--- src/rtl/async_fifo_rd_stream_if.sv ---
// -----------------------------------------------------------------------------
// async_fifo_rd_stream_if
//
// Purpose:
//   Bundles the FIFO read port and the outgoing valid/ready stream of the
//   read-side drain engine into one interface.
//
// Signals:
//   fifo_rd_en      read strobe into the FIFO (engine -> FIFO)
//   fifo_rd_data    FIFO read data, valid one cycle after fifo_rd_en
//   fifo_empty      FIFO empty flag, already in the read clock domain
//   fifo_underflow  FIFO underflow pulse
//   m_valid/m_data/m_last/m_ready   outgoing burst-framed stream
//   err_underflow   sticky underflow flag
//   beat_count      total accepted beats (zero when statistics are disabled)
//
// Modports:
//   master  the drain engine (drives the FIFO strobe and the stream)
//   slave   the surroundings (FIFO model and downstream sink)
// -----------------------------------------------------------------------------
interface async_fifo_rd_stream_if #(
    parameter int DATA_WIDTH = 8
);
    logic                  fifo_rd_en;
    logic [DATA_WIDTH-1:0] fifo_rd_data;
    logic                  fifo_empty;
    logic                  fifo_underflow;
    logic                  m_valid;
    logic [DATA_WIDTH-1:0] m_data;
    logic                  m_last;
    logic                  m_ready;
    logic                  err_underflow;
    logic [31:0]           beat_count;

    modport master (
        output fifo_rd_en,
        input  fifo_rd_data,
        input  fifo_empty,
        input  fifo_underflow,
        output m_valid,
        output m_data,
        output m_last,
        input  m_ready,
        output err_underflow,
        output beat_count
    );

    modport slave (
        input  fifo_rd_en,
        output fifo_rd_data,
        output fifo_empty,
        output fifo_underflow,
        input  m_valid,
        input  m_data,
        input  m_last,
        output m_ready,
        input  err_underflow,
        input  beat_count
    );
endinterface

--- src/rtl/async_fifo_rd_stream.sv ---
// -----------------------------------------------------------------------------
// async_fifo_rd_stream
//
// Purpose:
//   Read-side drain engine for async_fifo_top, living entirely in rd_clk.
//   Issues read strobes into the FIFO read port (1-cycle read latency), lands
//   the returned words in a 2-entry skid buffer, presents them as a
//   valid/ready stream, frames that stream into bursts of BURST_LEN beats with
//   m_last, and keeps a sticky FIFO-underflow flag.
//
// Ports:
//   rd_clk   read-domain clock
//   rd_rst   synchronous, active-high reset
//   bus      async_fifo_rd_stream_if.master: FIFO read port (fifo_rd_en,
//            fifo_rd_data, fifo_empty, fifo_underflow), stream (m_valid,
//            m_data, m_last, m_ready), err_underflow, beat_count
//
// Parameters:
//   DATA_WIDTH  data width (must match the interface's DATA_WIDTH)
//   BURST_LEN   beats per burst, >= 1
//   BEAT_W      width of the beat index
//
// Configuration macro:
//   FIFO_RD_STATS_EN  when defined, beat_count counts accepted beats (wrapping
//                     at 2^32); otherwise beat_count is tied to zero.
// -----------------------------------------------------------------------------
module async_fifo_rd_stream #(
    parameter int DATA_WIDTH = 8,
    parameter int BURST_LEN  = 16,
    parameter int BEAT_W     = $clog2(BURST_LEN + 1)
) (
    input logic                    rd_clk,
    input logic                    rd_rst,
    async_fifo_rd_stream_if.master bus
);

    typedef enum logic [1:0] {
        OCC_EMPTY = 2'd0,
        OCC_ONE   = 2'd1,
        OCC_TWO   = 2'd2
    } occ_e;

    localparam logic [BEAT_W-1:0] LAST_IDX = BEAT_W'(BURST_LEN - 1);

    occ_e                  occ_q;
    logic                  inflight_q;
    logic [DATA_WIDTH-1:0] head_q;
    logic [DATA_WIDTH-1:0] tail_q;
    logic [BEAT_W-1:0]     beat_idx_q;
    logic [BEAT_W-1:0]     beat_idx_d;
    logic                  err_q;

    logic                  push;
    logic                  pop;
    logic                  m_valid;
    logic                  rd_en;
    logic [2:0]            credit_used;

    // A word requested last cycle is on fifo_rd_data now and lands at this edge.
    assign push    = inflight_q;
    assign m_valid = (occ_q != OCC_EMPTY);
    assign pop     = m_valid & bus.m_ready;

    // Count the slots that will be taken after this edge (buffered plus
    // in flight, minus the one leaving); a new read is only issued if a slot
    // is guaranteed to be free when its data arrives.
    assign credit_used = {1'b0, occ_q} + {2'b00, inflight_q} - {2'b00, pop};
    assign rd_en       = !rd_rst && !bus.fifo_empty && (credit_used < 3'd2);

    // Skid buffer occupancy FSM together with its two data entries.
    // The head entry always drives m_data, so the stream output is registered.
    always_ff @(posedge rd_clk) begin
        if (rd_rst) begin
            occ_q      <= OCC_EMPTY;
            inflight_q <= 1'b0;
            head_q     <= '0;
            tail_q     <= '0;
        end else begin
            inflight_q <= rd_en;
            case (occ_q)
                OCC_EMPTY: begin
                    if (push) begin
                        occ_q  <= OCC_ONE;
                        head_q <= bus.fifo_rd_data;
                    end
                end
                OCC_ONE: begin
                    if (push && !pop) begin
                        occ_q  <= OCC_TWO;
                        tail_q <= bus.fifo_rd_data;
                    end else if (push && pop) begin
                        head_q <= bus.fifo_rd_data;
                    end else if (pop) begin
                        occ_q  <= OCC_EMPTY;
                    end
                end
                OCC_TWO: begin
                    if (pop) begin
                        // Second entry moves to the head; a word landing in
                        // the same cycle refills the tail.
                        head_q <= tail_q;
                        if (push) begin
                            tail_q <= bus.fifo_rd_data;
                        end else begin
                            occ_q  <= OCC_ONE;
                        end
                    end
                end
                default: occ_q <= OCC_EMPTY;
            endcase
        end
    end

    // Beat index within the current burst.
    always_comb begin
        beat_idx_d = beat_idx_q;
        if (pop) begin
            beat_idx_d = (beat_idx_q == LAST_IDX) ? '0 : beat_idx_q + BEAT_W'(1);
        end
    end

    always_ff @(posedge rd_clk) begin
        if (rd_rst) begin
            beat_idx_q <= '0;
        end else begin
            beat_idx_q <= beat_idx_d;
        end
    end

    // Sticky underflow flag; only reset clears it.
    always_ff @(posedge rd_clk) begin
        if (rd_rst) begin
            err_q <= 1'b0;
        end else if (bus.fifo_underflow) begin
            err_q <= 1'b1;
        end
    end

`ifdef FIFO_RD_STATS_EN
    logic [31:0] beat_count_q;

    always_ff @(posedge rd_clk) begin
        if (rd_rst) begin
            beat_count_q <= 32'h0;
        end else if (pop) begin
            beat_count_q <= beat_count_q + 32'h1;
        end
    end

    assign bus.beat_count = beat_count_q;
`else
    assign bus.beat_count = 32'h0;
`endif

    assign bus.fifo_rd_en    = rd_en;
    assign bus.m_valid       = m_valid;
    assign bus.m_data        = head_q;
    assign bus.m_last        = m_valid && (beat_idx_q == LAST_IDX);
    assign bus.err_underflow = err_q;

    // The credit rule must make a landing word into a full, stalled buffer
    // impossible.
    no_overfill_a: assert property (@(posedge rd_clk) disable iff (rd_rst)
        !((occ_q == OCC_TWO) && push && !pop));

endmodule
--- src/flat_wrapper.sv ---
// flat-port wrapper written by rule: the top's interface ports become plain ports
module async_fifo_rd_stream_flat 
#(
    parameter int DATA_WIDTH = 8,
    parameter int BURST_LEN  = 16,
    parameter int BEAT_W     = $clog2(BURST_LEN + 1)
)
  (rd_clk, rd_rst, bus_fifo_rd_en, bus_fifo_rd_data, bus_fifo_empty, bus_fifo_underflow, bus_m_valid, bus_m_data, bus_m_last, bus_m_ready, bus_err_underflow, bus_beat_count);
  async_fifo_rd_stream_if #(.DATA_WIDTH(DATA_WIDTH)) bus_i ();
  input logic rd_clk;
  input logic rd_rst;
  output wire logic [$bits(bus_i.fifo_rd_en)-1:0] bus_fifo_rd_en;
  input wire logic [$bits(bus_i.fifo_rd_data)-1:0] bus_fifo_rd_data;
  input wire logic [$bits(bus_i.fifo_empty)-1:0] bus_fifo_empty;
  input wire logic [$bits(bus_i.fifo_underflow)-1:0] bus_fifo_underflow;
  output wire logic [$bits(bus_i.m_valid)-1:0] bus_m_valid;
  output wire logic [$bits(bus_i.m_data)-1:0] bus_m_data;
  output wire logic [$bits(bus_i.m_last)-1:0] bus_m_last;
  input wire logic [$bits(bus_i.m_ready)-1:0] bus_m_ready;
  output wire logic [$bits(bus_i.err_underflow)-1:0] bus_err_underflow;
  output wire logic [$bits(bus_i.beat_count)-1:0] bus_beat_count;
  assign bus_fifo_rd_en = bus_i.fifo_rd_en;
  assign bus_i.fifo_rd_data = bus_fifo_rd_data;
  assign bus_i.fifo_empty = bus_fifo_empty;
  assign bus_i.fifo_underflow = bus_fifo_underflow;
  assign bus_m_valid = bus_i.m_valid;
  assign bus_m_data = bus_i.m_data;
  assign bus_m_last = bus_i.m_last;
  assign bus_i.m_ready = bus_m_ready;
  assign bus_err_underflow = bus_i.err_underflow;
  assign bus_beat_count = bus_i.beat_count;
  async_fifo_rd_stream #(.DATA_WIDTH(DATA_WIDTH), .BURST_LEN(BURST_LEN), .BEAT_W(BEAT_W)) u_core (.rd_clk(rd_clk), .rd_rst(rd_rst), .bus(bus_i));
endmodule
--- config.mk ---
export PLATFORM = sky130hd
export DESIGN_NAME = async_fifo_rd_stream_flat
export DESIGN_NICKNAME = d
export VERILOG_FILES = /design/src/rtl/async_fifo_rd_stream_if.sv /design/src/rtl/async_fifo_rd_stream.sv /design/src/flat_wrapper.sv
export SDC_FILE = /design/constraint.sdc
export NUM_CORES = 1
export LEC_CHECK = 0
export BUFFER_PORTS_ARGS = -buffer_cell sky130_fd_sc_hd__buf_4
export CAP_MARGIN = 20
export CORE_MARGIN = 3
export CORE_UTILIZATION = 45
export CTS_CLUSTER_DIAMETER = 40
export DETAILED_ROUTE_END_ITERATION = 10
export GPL_ROUTABILITY_DRIVEN = 0
export PLACE_DENSITY = 0.75
export SLEW_MARGIN = 20
export SYNTH_ARGS = -nofsm -noshare
export SYNTH_HDL_FRONTEND = slang
export SYNTH_SLANG_ARGS = --single-unit
--- constraint.sdc ---
create_clock -name rd_clk -period 4.23 [get_ports rd_clk]
set_input_delay 0.423 -clock rd_clk [delete_from_list [all_inputs] [get_ports rd_clk]]
set_output_delay 0.423 -clock rd_clk [all_outputs]
set_load 0.01 [all_outputs]
==> summary.txt <==
Run status
  – Status: finished clean

Detailed routing
  – Drt pass-1 iters: 4
  – Post-DR vias/cell: approximately 4.7
  – Vias post-DR: 1058
  – Total Wirelength: 2640 microns
  – Routed length per instance: between 10 and 15 microns
  – DR iter-0 viols: 25
  – Drt drc: 0
  – Final ANT Viol Nets: 0

Critical path
  – Crit-path max cell delay: 580 ps
  – Crit. path cell count: 6
  – Worst reg-to-reg setup slack: around 2000 ps
  – Worst EP arrival: around 2700 ps
  – FF-to-FF End: u_core.inflight_q$_SDFF_PP0_
  – Worst reg2reg path startpoint: u_core.occ_q[1]$_SDFFE_PP0P_
  – WP data required: ~3800 ps
  – CP Cell Sequence: and3b_1, o21ai_0, fa_1, xor2_1, nor4b_1, buf_4
  – CP delay by family, top: simple AND/OR/NAND/NOR gates
  – Critical path buffer and inverter count: 1
  – Critical path launch point type: flop
  – Reg2Reg Depth: 5
  – Critical Path End Type: primary output
  – CP max FO: 12
  – Critical path class: flop to primary output
  – Slowest CP cell: dfxtp_1

Yosys
  – Cells after Synth: about 160
  – Unique masters post-synth: 33
  – Synth top area share: 33.2%
  – Synthesized area: approximately 1500 sq um
  – Seq/Total Area, Yosys: 33.2%
  – Largest family of logic cells by synthesized area: buffers and inverters
  – Synth Area in Compound Gates: approximately 14%
  – Synth Area in Simple Gates: about 18%
  – Yosys reg bits: 25
  – Yosys warning count: 0
  – Largest cells by area after synthesis: dfxtp_1 33%, buf_4 18%, mux2i_1 11%
  – Post-synthesis async set-or-reset flop share: 0%
  – Area leader, netlist: dfxtp_1
  – Post-synth EDFFs: 0
  – Post-Syn Area per Cell: about 9 sq um
  – Adder-cell share of the synthesized area: approximately 2.2%
  – Mux contribution to synthesized area: around a tenth
  – Synth Flop Type: dfxtp_1
  – Xor-xnor portion of the synthesized cell area: ~1.2%

Clock network
  – Clock Latency Late Sink: 330 ps
  – Buffer count from post-CTS setup fixing: 0
  – Number of CTS-inserted buffers: 3
  – CTS Hold Bufs: 0
  – Clk sinks: 25
  – Root Driver: clkbuf_4
  – Post-cts resize count: 0
  – Htree depth: 1
  – Max Buffers Root-to-Sink: 2
  – Clock transition at path regs: approximately 130 ps
  – CTS tree: built

Global route
  – First-pass GRT wire length: about 4400 microns
  – Grt ovf: 0
  – Pin count of the biggest net entering global routing: 35
  – Aggregate global-route resource usage: roughly 14%
  – Initial antenna violation count: 0
  – Number of global-route vias before repair: approximately 1000

Worst hold path
  – Min-Delay Path Class: input pin to flop
  – Hold path startpoint: bus_fifo_empty
  – Hold endpoint: u_core.inflight_q$_SDFF_PP0_
  – Worst hold path depth: 2

Power
  – Lkg Pwr: 0.707 nW
  – Power per cell area: roughly 280 nW/um^2
  – VDD IR max: around 170 uV

Die
  – Die W: ~64 microns
  – Rows: 20
  – Starting Density: about half
  – Io pins: 57
  – Die H: 63.9 microns
  – Core region area: ~3100 sq um
  – Die area: ~4000 sq um

STA
  – Setup WS post-layout: approximately 1100 ps
  – Fin Clk Skew: between 10 and 15 ps
  – Minimum clock period: 3120 ps
  – RSZ-0062 raised after global routing: no
  – Fin. Hold Viols: 0
  – Slew @ Worst Pin: 750 ps
  – Setup TNS: 0 ps
  – Setup violators final: 0
  – Fmax: 321 MHz
  – Headroom to the max-slew limit: approximately half
  – Crit share post-route: about three quarters
  – Max Transition Viols Final: 0

Placement
  – HPWL after detailed placement: approximately 2000 microns
  – Worst slack, placed: about 1500 ps
  – Dpl cells: ~220
  – I/O Buffers: 24

Layout
  – Area growth, synth to finish: 4.90%
  – Non-filler cells, final: 223
  – Most frequent cells in the layout: 32 x conb_1, 25 x dfxtp_1, 24 x buf_4
  – Post-layout util: 50.5%
  – Nets: 195
  – Commonest non-fill, non-tap cell in the layout: conb_1
  – Share of layout cells above drive strength 1: approximately 16%
  – # diodes: 0

Job
  – Max-cap violations: 0
sequential cells by signal (all words and copies together), names as in the netlist:
signal / flops
u_core.bus.m_data: 8
u_core.tail_q: 8
u_core.inflight_q: 1
u_core.bus.err_underflow: 1
u_core.occ_q: 2
u_core.beat_idx_q: 5
cell usage after synthesis (2+ instances only):
library cell,n
clkbuf_1,3
buf_4,36
mux2i_1,16
nor2_1,5
nor2b_1,4
buf_2,3
a21o_1,2
nor3b_1,2
and3b_1,2
a21oi_1,3
dfxtp_1,25
o21a_1,2
xor2_1,2
a211oi_1,16
o21ai_0,2
nand3_1,2
nand2b_1,17
nand2_1,5
nor4b_1,2
layer usage:
metal | up-vias | global-route usage, % | part of all wire (%)
met1 | 490 | 15.0 | 41
met3 | 5 | 4.39 | 6.8
li1 | 528 | - | -
met2 | 35 | 24.0 | 50
met5 | - | 0 | 0
met4 | 0 | 7.01 | 1.7
area by class of cell:
class,count,area [sq um]
fill,300,1550
multi-input combinational,126,815
sequential,25,500
timing repair buffer,24,180
tap,44,55.1
clock buffer,3,22.5
clock inverter,1,7.51
worst reg2reg max path: stages (launching register included):
cell     delay, ps
dfxtp_1        580
and3b_1        510
o21ai_0        210
fa_1           430
xor2_1         170
nor4b_1        230
report_power, final:
part	switching, mW	internal [mW]
Clock	0.0758	0.0363
Sequential	0.00865	0.246
Combinational	0.0453	0.0382
logic make-up (layout without fill, tap and decap cells):
kind of cell | after synthesis | in the layout
xor gates and xnor gates | 2 | 2
AOI/OAI and AO/OA | 30 | 30
muxes | 16 | 16
and+or+nand+nor | 44 | 44
buffers and inverters | 43 | 28
other | 1 | 32
adders and majority gates | 2 | 2
DFF | 25 | 25
through the flow:
step	hold slack, ps	power, mW	cell area, sq um
after detailed placement	465	0.343	1550
after CTS	235	0.456	1580
after global routing	229	0.473	1580
after global placement	458	0.341	1550
after floorplan	448	0.337	1620
final	252	0.450	1580
worst max-delay path by stage:
| stage | endpoint | startpoint | slack (ps) |
|---|---|---|---|
| 4_1_cts | bus_fifo_rd_en | u_core.occ_q[1]$_SDFFE_PP0P_ | 1100 |
| 6_report | bus_fifo_rd_en | u_core.occ_q[1]$_SDFFE_PP0P_ | 1110 |
| 5_1_grt | bus_fifo_rd_en | u_core.occ_q[1]$_SDFFE_PP0P_ | 860 |
| 3_5_place_dp | bus_fifo_rd_en | u_core.occ_q[1]$_SDFFE_PP0P_ | 1500 |
| 2_1_floorplan | bus_fifo_rd_en | bus_m_ready | 1750 |
| 3_3_place_gp | bus_fifo_rd_en | bus_m_ready | 1610 |
(Power assumes the default switching activity.)
